===== src/rtl/lc3_pkg.sv =====
// Shared LC-3 definitions: architectural widths, NZP encodings and register index type.
package lc3_pkg;

  localparam int LC3_DATA_W   = 16;
  localparam int LC3_NUM_REGS = 8;
  localparam int LC3_ADDR_W   = 3;

  localparam logic [2:0] CC_N = 3'b100;
  localparam logic [2:0] CC_Z = 3'b010;
  localparam logic [2:0] CC_P = 3'b001;

  typedef logic [LC3_ADDR_W-1:0] reg_idx_t;

endpackage


===== src/rtl/lc3_scoreboard.sv =====
// Per-register busy scoreboard: reservation handshake, hazard flags for both read
// ports and a registered count of outstanding producers.
module lc3_scoreboard
  import lc3_pkg::*;
#(
  parameter int NUM_REGS = LC3_NUM_REGS,
  parameter int ADDR_W   = LC3_ADDR_W,
  parameter int CNT_W    = 4
) (
  input  logic              clk,
  input  logic              rst,
  input  logic              wr_en,
  input  logic [ADDR_W-1:0] wr_addr,
  input  logic              rsv_en,
  input  logic [ADDR_W-1:0] rsv_addr,
  input  logic [ADDR_W-1:0] rd_addr_a,
  input  logic [ADDR_W-1:0] rd_addr_b,
  output logic              rsv_ok,
  output logic              rd_busy_a,
  output logic              rd_busy_b,
  output logic [CNT_W-1:0]  pending_cnt
);

  localparam int DEPTH = 2 ** ADDR_W;

  logic [NUM_REGS-1:0] busy_reg;
  logic [NUM_REGS-1:0] busy_next;
  logic [DEPTH-1:0]    busy_full;
  logic [CNT_W-1:0]    pending_reg;
  logic [CNT_W-1:0]    pending_next;
  logic                rsv_in_range;

  // Indices beyond NUM_REGS look permanently idle, so lookups never go out of bounds.
  genvar gi;
  generate
    for (gi = 0; gi < DEPTH; gi++) begin : g_full
      if (gi < NUM_REGS) begin : g_real
        assign busy_full[gi] = busy_reg[gi];
      end else begin : g_pad
        assign busy_full[gi] = 1'b0;
      end
    end
  endgenerate

  assign rsv_in_range = {1'b0, rsv_addr} < (ADDR_W+1)'(NUM_REGS);

  // A commit to the same register in this cycle frees it for the new producer.
  assign rsv_ok = rsv_en && rsv_in_range &&
                  (!busy_full[rsv_addr] || (wr_en && (wr_addr == rsv_addr)));

  assign rd_busy_a = busy_full[rd_addr_a] && !(wr_en && (wr_addr == rd_addr_a));
  assign rd_busy_b = busy_full[rd_addr_b] && !(wr_en && (wr_addr == rd_addr_b));

  // Reservation takes priority over the clearing write: the new producer wins.
  generate
    for (gi = 0; gi < NUM_REGS; gi++) begin : g_next
      assign busy_next[gi] = (rsv_ok && (rsv_addr == ADDR_W'(gi))) ? 1'b1 :
                             (wr_en && (wr_addr == ADDR_W'(gi)))   ? 1'b0 :
                             busy_reg[gi];
    end
  endgenerate

  always_comb begin
    pending_next = '0;
    for (int i = 0; i < NUM_REGS; i++) begin
      pending_next = pending_next + CNT_W'(busy_next[i]);
    end
  end

  always_ff @(posedge clk) begin
    if (!rst) begin
      busy_reg    <= '0;
      pending_reg <= '0;
    end else begin
      busy_reg    <= busy_next;
      pending_reg <= pending_next;
    end
  end

  assign pending_cnt = pending_reg;

endmodule


===== src/rtl/lc3_regfile_sb.sv =====
// LC-3 register file with write-through bypass, busy scoreboard and NZP condition code.
module lc3_regfile_sb
  import lc3_pkg::*;
#(
  parameter int DATA_W   = LC3_DATA_W,
  parameter int NUM_REGS = LC3_NUM_REGS,
  parameter int ADDR_W   = LC3_ADDR_W,
  parameter int CNT_W    = 4
) (
  input  logic              clk,
  input  logic              rst,
  input  logic [ADDR_W-1:0] rd_addr_a,
  input  logic [ADDR_W-1:0] rd_addr_b,
  output logic [DATA_W-1:0] rd_data_a,
  output logic [DATA_W-1:0] rd_data_b,
  output logic              rd_busy_a,
  output logic              rd_busy_b,
  input  logic              wr_en,
  input  logic [ADDR_W-1:0] wr_addr,
  input  logic [DATA_W-1:0] wr_data,
  input  logic              rsv_en,
  input  logic [ADDR_W-1:0] rsv_addr,
  output logic              rsv_ok,
  output logic [2:0]        cc_nzp,
  output logic [CNT_W-1:0]  pending_cnt
);

  localparam int DEPTH = 2 ** ADDR_W;

  logic [DATA_W-1:0] regs_full [DEPTH];
  logic              wr_in_range;
  logic              wr_commit;
  logic [2:0]        cc_reg;
  logic [2:0]        cc_next;

  assign wr_in_range = {1'b0, wr_addr} < (ADDR_W+1)'(NUM_REGS);
  assign wr_commit   = wr_en && wr_in_range;

  // One flop bank per architectural register; unused indices read as constant zero.
  genvar gi;
  generate
    for (gi = 0; gi < DEPTH; gi++) begin : g_regs
      if (gi < NUM_REGS) begin : g_real
        logic [DATA_W-1:0] data_reg;
        always_ff @(posedge clk) begin
          if (!rst) begin
            data_reg <= '0;
          end else if (wr_commit && (wr_addr == ADDR_W'(gi))) begin
            data_reg <= wr_data;
          end
        end
        assign regs_full[gi] = data_reg;
      end else begin : g_pad
        assign regs_full[gi] = '0;
      end
    end
  endgenerate

  assign rd_data_a = (wr_commit && (wr_addr == rd_addr_a)) ? wr_data : regs_full[rd_addr_a];
  assign rd_data_b = (wr_commit && (wr_addr == rd_addr_b)) ? wr_data : regs_full[rd_addr_b];

  always_comb begin
    cc_next = cc_reg;
    if (wr_commit) begin
      if (wr_data[DATA_W-1]) begin
        cc_next = CC_N;
      end else if (wr_data == '0) begin
        cc_next = CC_Z;
      end else begin
        cc_next = CC_P;
      end
    end
  end

  always_ff @(posedge clk) begin
    if (!rst) begin
      cc_reg <= CC_Z;
    end else begin
      cc_reg <= cc_next;
    end
  end

  assign cc_nzp = cc_reg;

  lc3_scoreboard #(
    .NUM_REGS (NUM_REGS),
    .ADDR_W   (ADDR_W),
    .CNT_W    (CNT_W)
  ) u_scoreboard (
    .clk         (clk),
    .rst         (rst),
    .wr_en       (wr_en),
    .wr_addr     (wr_addr),
    .rsv_en      (rsv_en),
    .rsv_addr    (rsv_addr),
    .rd_addr_a   (rd_addr_a),
    .rd_addr_b   (rd_addr_b),
    .rsv_ok      (rsv_ok),
    .rd_busy_a   (rd_busy_a),
    .rd_busy_b   (rd_busy_b),
    .pending_cnt (pending_cnt)
  );

endmodule


===== config.mk =====
export PLATFORM = sky130hd
export DESIGN_NAME = lc3_regfile_sb
export DESIGN_NICKNAME = d
export VERILOG_FILES = /design/src/rtl/lc3_pkg.sv /design/src/rtl/lc3_scoreboard.sv /design/src/rtl/lc3_regfile_sb.sv
export SDC_FILE = /design/constraint.sdc
export NUM_CORES = 1
export LEC_CHECK = 0
export ABC_AREA = 0
export BUFFER_PORTS_ARGS = -buffer_cell sky130_fd_sc_hd__buf_2
export CAP_MARGIN = 20
export CORE_MARGIN = 4
export CORE_UTILIZATION = 40
export CTS_CLUSTER_DIAMETER = 50
export DETAILED_ROUTE_END_ITERATION = 8
export PLACE_DENSITY = 0.61
export SETUP_SLACK_MARGIN = 0.2
export SKIP_CTS_REPAIR_TIMING = 1
export SLEW_MARGIN = 25
export SYNTH_ARGS = -nofsm -noshare
export SYNTH_HDL_FRONTEND = slang
export SYNTH_SLANG_ARGS = --single-unit

===== constraint.sdc =====
create_clock -name clk -period 8.8 [get_ports clk]
set_input_delay 0.88 -clock clk [delete_from_list [all_inputs] [get_ports clk]]
set_output_delay 0.88 -clock clk [all_outputs]
set_load 0.05 [all_outputs]

---- After elaboration in Yosys (flattened, before gate mapping) ----
Cells that the tools add are included.
word-level totals
  bits in registers ....................... 143
  output and inout port bits .............. 42
  input port bits ......................... 32
  logic and storage cells ................. 103
operators by class
  magnitude comparators ................... 5
  eq/ne operators ......................... 17
  reduce and logical (&&, ||, !) cells .... 29
  mux-type cells .......................... 32
  bitwise operators ....................... 2
  $add $sub $neg .......................... 7
operators by type and width
  cell                  count
  $bmux W16 S3          2
  $mux W16              6
  $add A4 B1 Y4         6
  $eq A3 B3 Y1 const B  8
  $logic_and A1 B1 Y1   22
  $mux W1               19
  $logic_not A16 Y1     1
  $eq A3 B2 Y1 const B  4
  $lt A3 B4 Y1 const B  3
  $bmux W1 S3           3
  $eq A3 B3 Y1          3
  $ge A4 B4 Y1 const B  2
  $not A3 Y4            2
  $eq A3 B1 Y1 const B  2
  $logic_not A3 Y1      2
  $logic_not A1 Y1      3
  $mux W3               1
  $add A1 B1 Y2         1
  $mux W2               1
  $logic_or A1 B1 Y1    1

---- Longest topological paths before layout ----
  word-level depth ........................ 14
  gate-level depth with buffers ........... 17
  gate-level depth less buffers ........... 14

---- By module ----
A second synthesis with hierarchy kept.
unflattened totals
  cells, all modules ...................... 915
  area total of the unflattened synthesis .. 8600.7 µm²
by module, submodules not included
  module          times used  area an instance (µm²)  cells an instance
  lc3_regfile_sb  1           7564.8                  796
  lc3_scoreboard  1           1036.0                  119

---- Least setup slack after synthesis ----
No wires, ideal clock.
  path kind ............................... input to register
  start ................................... input port wr_addr[0]
  end ..................................... register u_scoreboard.pending_reg[1], in the netlist u_scoreboard.pending_cnt[1]
  setup time .............................. 0.065 ns
  path slack .............................. 4.710 ns
  path buffers ............................ 2
  stages on the path ...................... 15
  required time ........................... 8.735 ns
  data arrival time ....................... 4.024 ns
  cell sequence ........................... buf_4 > xnor2_1 > nand4_1 > nor2b_1 > buf_2 > o31ai_1 > ha_1 > inv_1 > fa_1 > fa_1 > inv_1 > fa_1 > inv_1 > fa_1 > nor2b_1
between the ends
  word-level cells in the longest chain between the ends .. 13
  elaborated cells between the ends (all ways) .. 51
RTL lines
  what                                 line                  source
  start, declared                      lc3_regfile_sb.sv:19  input logic [ADDR_W-1:0] wr_addr,
  $eq A3 B3 Y1                         lc3_scoreboard.sv:49  (!busy_full[rsv_addr] || (wr_en && (wr_addr == rsv_addr)));
  $logic_and A1 B1 Y1                  lc3_scoreboard.sv:49
  $logic_or A1 B1 Y1                   lc3_scoreboard.sv:49
  $logic_and A1 B1 Y1                  lc3_scoreboard.sv:48  assign rsv_ok = rsv_en && rsv_in_range &&
  $logic_and A1 B1 Y1                  lc3_scoreboard.sv:57  assign busy_next[gi] = (rsv_ok && (rsv_addr == ADDR_W'(gi))) ? 1'b1 :
  $mux W1 (*)                          lc3_scoreboard.sv:57
  named net u_scoreboard.busy_next[0]  lc3_scoreboard.sv:27  logic [NUM_REGS-1:0] busy_next;
  $add A1 B1 Y2 (*)                    lc3_scoreboard.sv:66  pending_next = pending_next + CNT_W'(busy_next[i]);
  $add A4 B1 Y4 (*) (6 in a row)       lc3_scoreboard.sv:66
  end signal, assigned                 lc3_scoreboard.sv:76  pending_reg <= pending_next;
  end, declared                        lc3_scoreboard.sv:29  logic [CNT_W-1:0] pending_reg;
Mark *: on every way through the listed nets, which the timed path passes. The rest lies on a longest branch.
A chain may end at the register's enable or synchronous reset.

---- Worst setup path in the final report ----
  start ................................... input port wr_en
  end ..................................... register u_scoreboard.pending_reg[2], in the netlist u_scoreboard.pending_cnt[2]
between the ends
  word-level cells in the longest chain between the ends .. 12
  elaborated cells between the ends (all ways) .. 42
RTL lines
  what                                 line                  source
  start, declared                      lc3_regfile_sb.sv:18  input logic wr_en,
  $logic_and A1 B1 Y1                  lc3_scoreboard.sv:49
  $logic_or A1 B1 Y1                   lc3_scoreboard.sv:49
  $logic_and A1 B1 Y1                  lc3_scoreboard.sv:48
  $logic_and A1 B1 Y1                  lc3_scoreboard.sv:57
  $mux W1 (*)                          lc3_scoreboard.sv:57
  named net u_scoreboard.busy_next[0]  lc3_scoreboard.sv:27
  $add A1 B1 Y2 (*)                    lc3_scoreboard.sv:66
  $add A4 B1 Y4 (*) (6 in a row)       lc3_scoreboard.sv:66
Marks and branches as above.

==> impl_metrics.ini <==
[placed_design]
placed_cell_area_sq_um = 8640
dp_hpwl_um = 14300
port_buffers = 73
place_congestion = 0.858

[global_routing]
grt_max_degree = 108
grt.total_usage = 0.210
gr-total-overflow = 0
antenna_found_initial = 3
grt_pass1_wl_um = 38200
grt_pass1_vias = 6597

[sta]
period_needed_ns = 4.28
slew_viol_final = 0
hold_viol_final = 0
rsz0062_at_grt = no
final-setup-viol-count = 0
relSlewSlack = 0.337
skew_ns = 0.00305
tightest_slew_ns = 0.993
fmax_mhz = 234
tns_ns = 0
post-route-period-util = 0.486

[power_and_ir_drop]
powerDensity_nw_per_um2 = 172
leakage_nw = 3.34
p_total_mw = 1.59
irDropWorstVdd_uv = 139

[final_layout]
regArea_sq_um = 2860
drive_gt1_frac = 0.215
multiInputGateArea_sq_um = 5010
area_growth_pct = 10.3
finalInstanceArea_sq_um = 9210
nets = 955
largest_reg_flops = 128
fillers = 1957

[yosys]
yosysWarnings = 0
seq_area_frac_synth = 0.343
syn_area_sq_um = 8350
synth_cell_types = 39
yosysTopAreaCell = dfxtp_1
synth_ff_type = dfxtp_1
synth_edf_count = 0
syn_area_per_cell_sq_um = 9.27
ys_ff_latch = 143
ys_top_cells_by_area = dfxtp_1 (34%), mux4_2 (18%), nand2_1 (12%)
synth_fp_nets = 940
syn_inst = 901
synth.top_cell.area_share = 0.343
async_reset_ff_frac = 0

[floorplan]
dieArea_sq_um = 23300
coreArea_sq_um = 20400
dieWidth_um = 153
io_pins = 74
num_rows = 52
die-height_um = 153
initial_core_util = 0.410

[worst_setup_path]
cp.required_ns = 9.12
crit_fanout = 18
end_kind = flip-flop
crit_path_start_kind = primary input
crit_arrival_ns = 4.60
worstSetupPathType = primary input to flip-flop

[clocking]
root_buffer = clkbuf_16
clk_latency_ns = 0.43
cts_buffers = 17
clkTransAtPathRegs_ns = 0.06
htreeDepth = 4
clockBufferDepth = 2
cts_tree = built
cts_sinks = 143

[run]
timing.max_cap.violations = 0

[hold_path]
hp-class = flip-flop to flip-flop

[drt]
firstDrtPassIters = 5
totalWireLength_um = 24100
vias = 6628
drc_errors = 0
drtIter0Drc = 475
avgViaCountPerCell = 5.52
postRouteAntennaNets = 0
wl_per_cell_um = 20.0

[outcome]
run_status = finished clean
-- logic make-up after synthesis --
group | after synthesis | synth area share
AOI/OAI and AO/OA | 181 | 0.154
xor gates and xnor gates | 10 | 0.0105
adders and majority gates | 7 | 0.0141
buffers and inverters | 92 | 0.0596
DFF | 143 | 0.343
muxes | 108 | 0.232
and+or+nand+nor | 360 | 0.188
-- routing by layer --
| layer | part of all wire | up-vias | global-route usage |
|---|---|---|---|
| met5 | 0.0010 | - | 0 |
| met4 | 0.021 | 4 | 0.0619 |
| met3 | 0.044 | 34 | 0.0417 |
| met2 | 0.48 | 171 | 0.344 |
| met1 | 0.46 | 3255 | 0.284 |
| li1 | - | 3164 | - |
-- power breakdown --
group	internal (mW)	switching [mW]
Combinational	0.0762	0.160
Sequential	0.663	0.0108
Clock	0.403	0.271
Total	1.14	0.442
-- path summary, 6_finish.rpt --
check,from,to,slack [ns],cells past startpoint
setup reg to reg,u_scoreboard.busy_full[0],u_scoreboard.pending_cnt[2],5.01,14
hold reg to reg,g_regs[4].g_real.data_reg[10],g_regs[4].g_real.data_reg[10],0.46,2
hold / removal,g_regs[4].g_real.data_reg[10],g_regs[4].g_real.data_reg[10],0.46,2
setup / recovery,wr_en,u_scoreboard.pending_cnt[2],4.52,15
-- synth_stat cells (5+ instances only) --
library cell,number
a21boi_0,58
buf_6,9
buf_2,26
a21oi_1,33
nor2b_1,5
nand2_1,269
nand2_2,5
dfxtp_1,143
xnor2_1,10
inv_1,9
o31ai_1,12
mux4_2,68
a21boi_1,72
clkbuf_1,34
nor2_1,38
nand3_1,9
mux2i_1,39
buf_4,14
-- final cells by class --
| type | instances | area share |
|---|---|---|
| multi-input cells | 666 | 0.544 |
| inverters | 9 | 0.00367 |
| clock inverters | 5 | 0.00299 |
| well taps | 270 | 0.0367 |
| diodes | 1 | 0.000272 |
| flip-flops and latches | 143 | 0.311 |
| clock buffers | 27 | 0.0568 |
| repair buffers | 79 | 0.0448 |
-- placed cells by master (no fill, tap or decap), drive strengths merged, types with 5 or more instances in the layout --
master	count
a21boi	130
a21oi	33
buf	79
clkbuf	27
dfxtp	143
inv	9
mux2i	39
mux4	68
nand2	274
nand3	13
nand4	5
nor2	44
nor2b	7
o31ai	12
xnor2	10
-- worst max-delay path: stages --
cell	delay, ns
buf_2	0.32
nor2b_1	0.47
nand2_2	0.38
nand2_1	0.17
o31ai_1	0.08
ha_1	0.30
inv_1	0.04
fa_1	0.49
fa_1	0.40
inv_1	0.08
fa_1	0.19
inv_1	0.06
fa_1	0.43
xnor2_1	0.13
and2_1	0.14
-- through the flow --
stage          hold WS [ns]  std cells   util  worst slack (ns)
4_1_cts               0.465       1199  0.451              4.52
6_report              0.463       1200  0.452              4.52
3_5_place_dp          0.457       1167  0.424              4.10
2_1_floorplan         0.442        901      -              4.71
3_3_place_gp          0.450       1167  0.424              4.15
5_1_grt               0.477       1199  0.452              4.20
(Power assumes the default switching activity.)
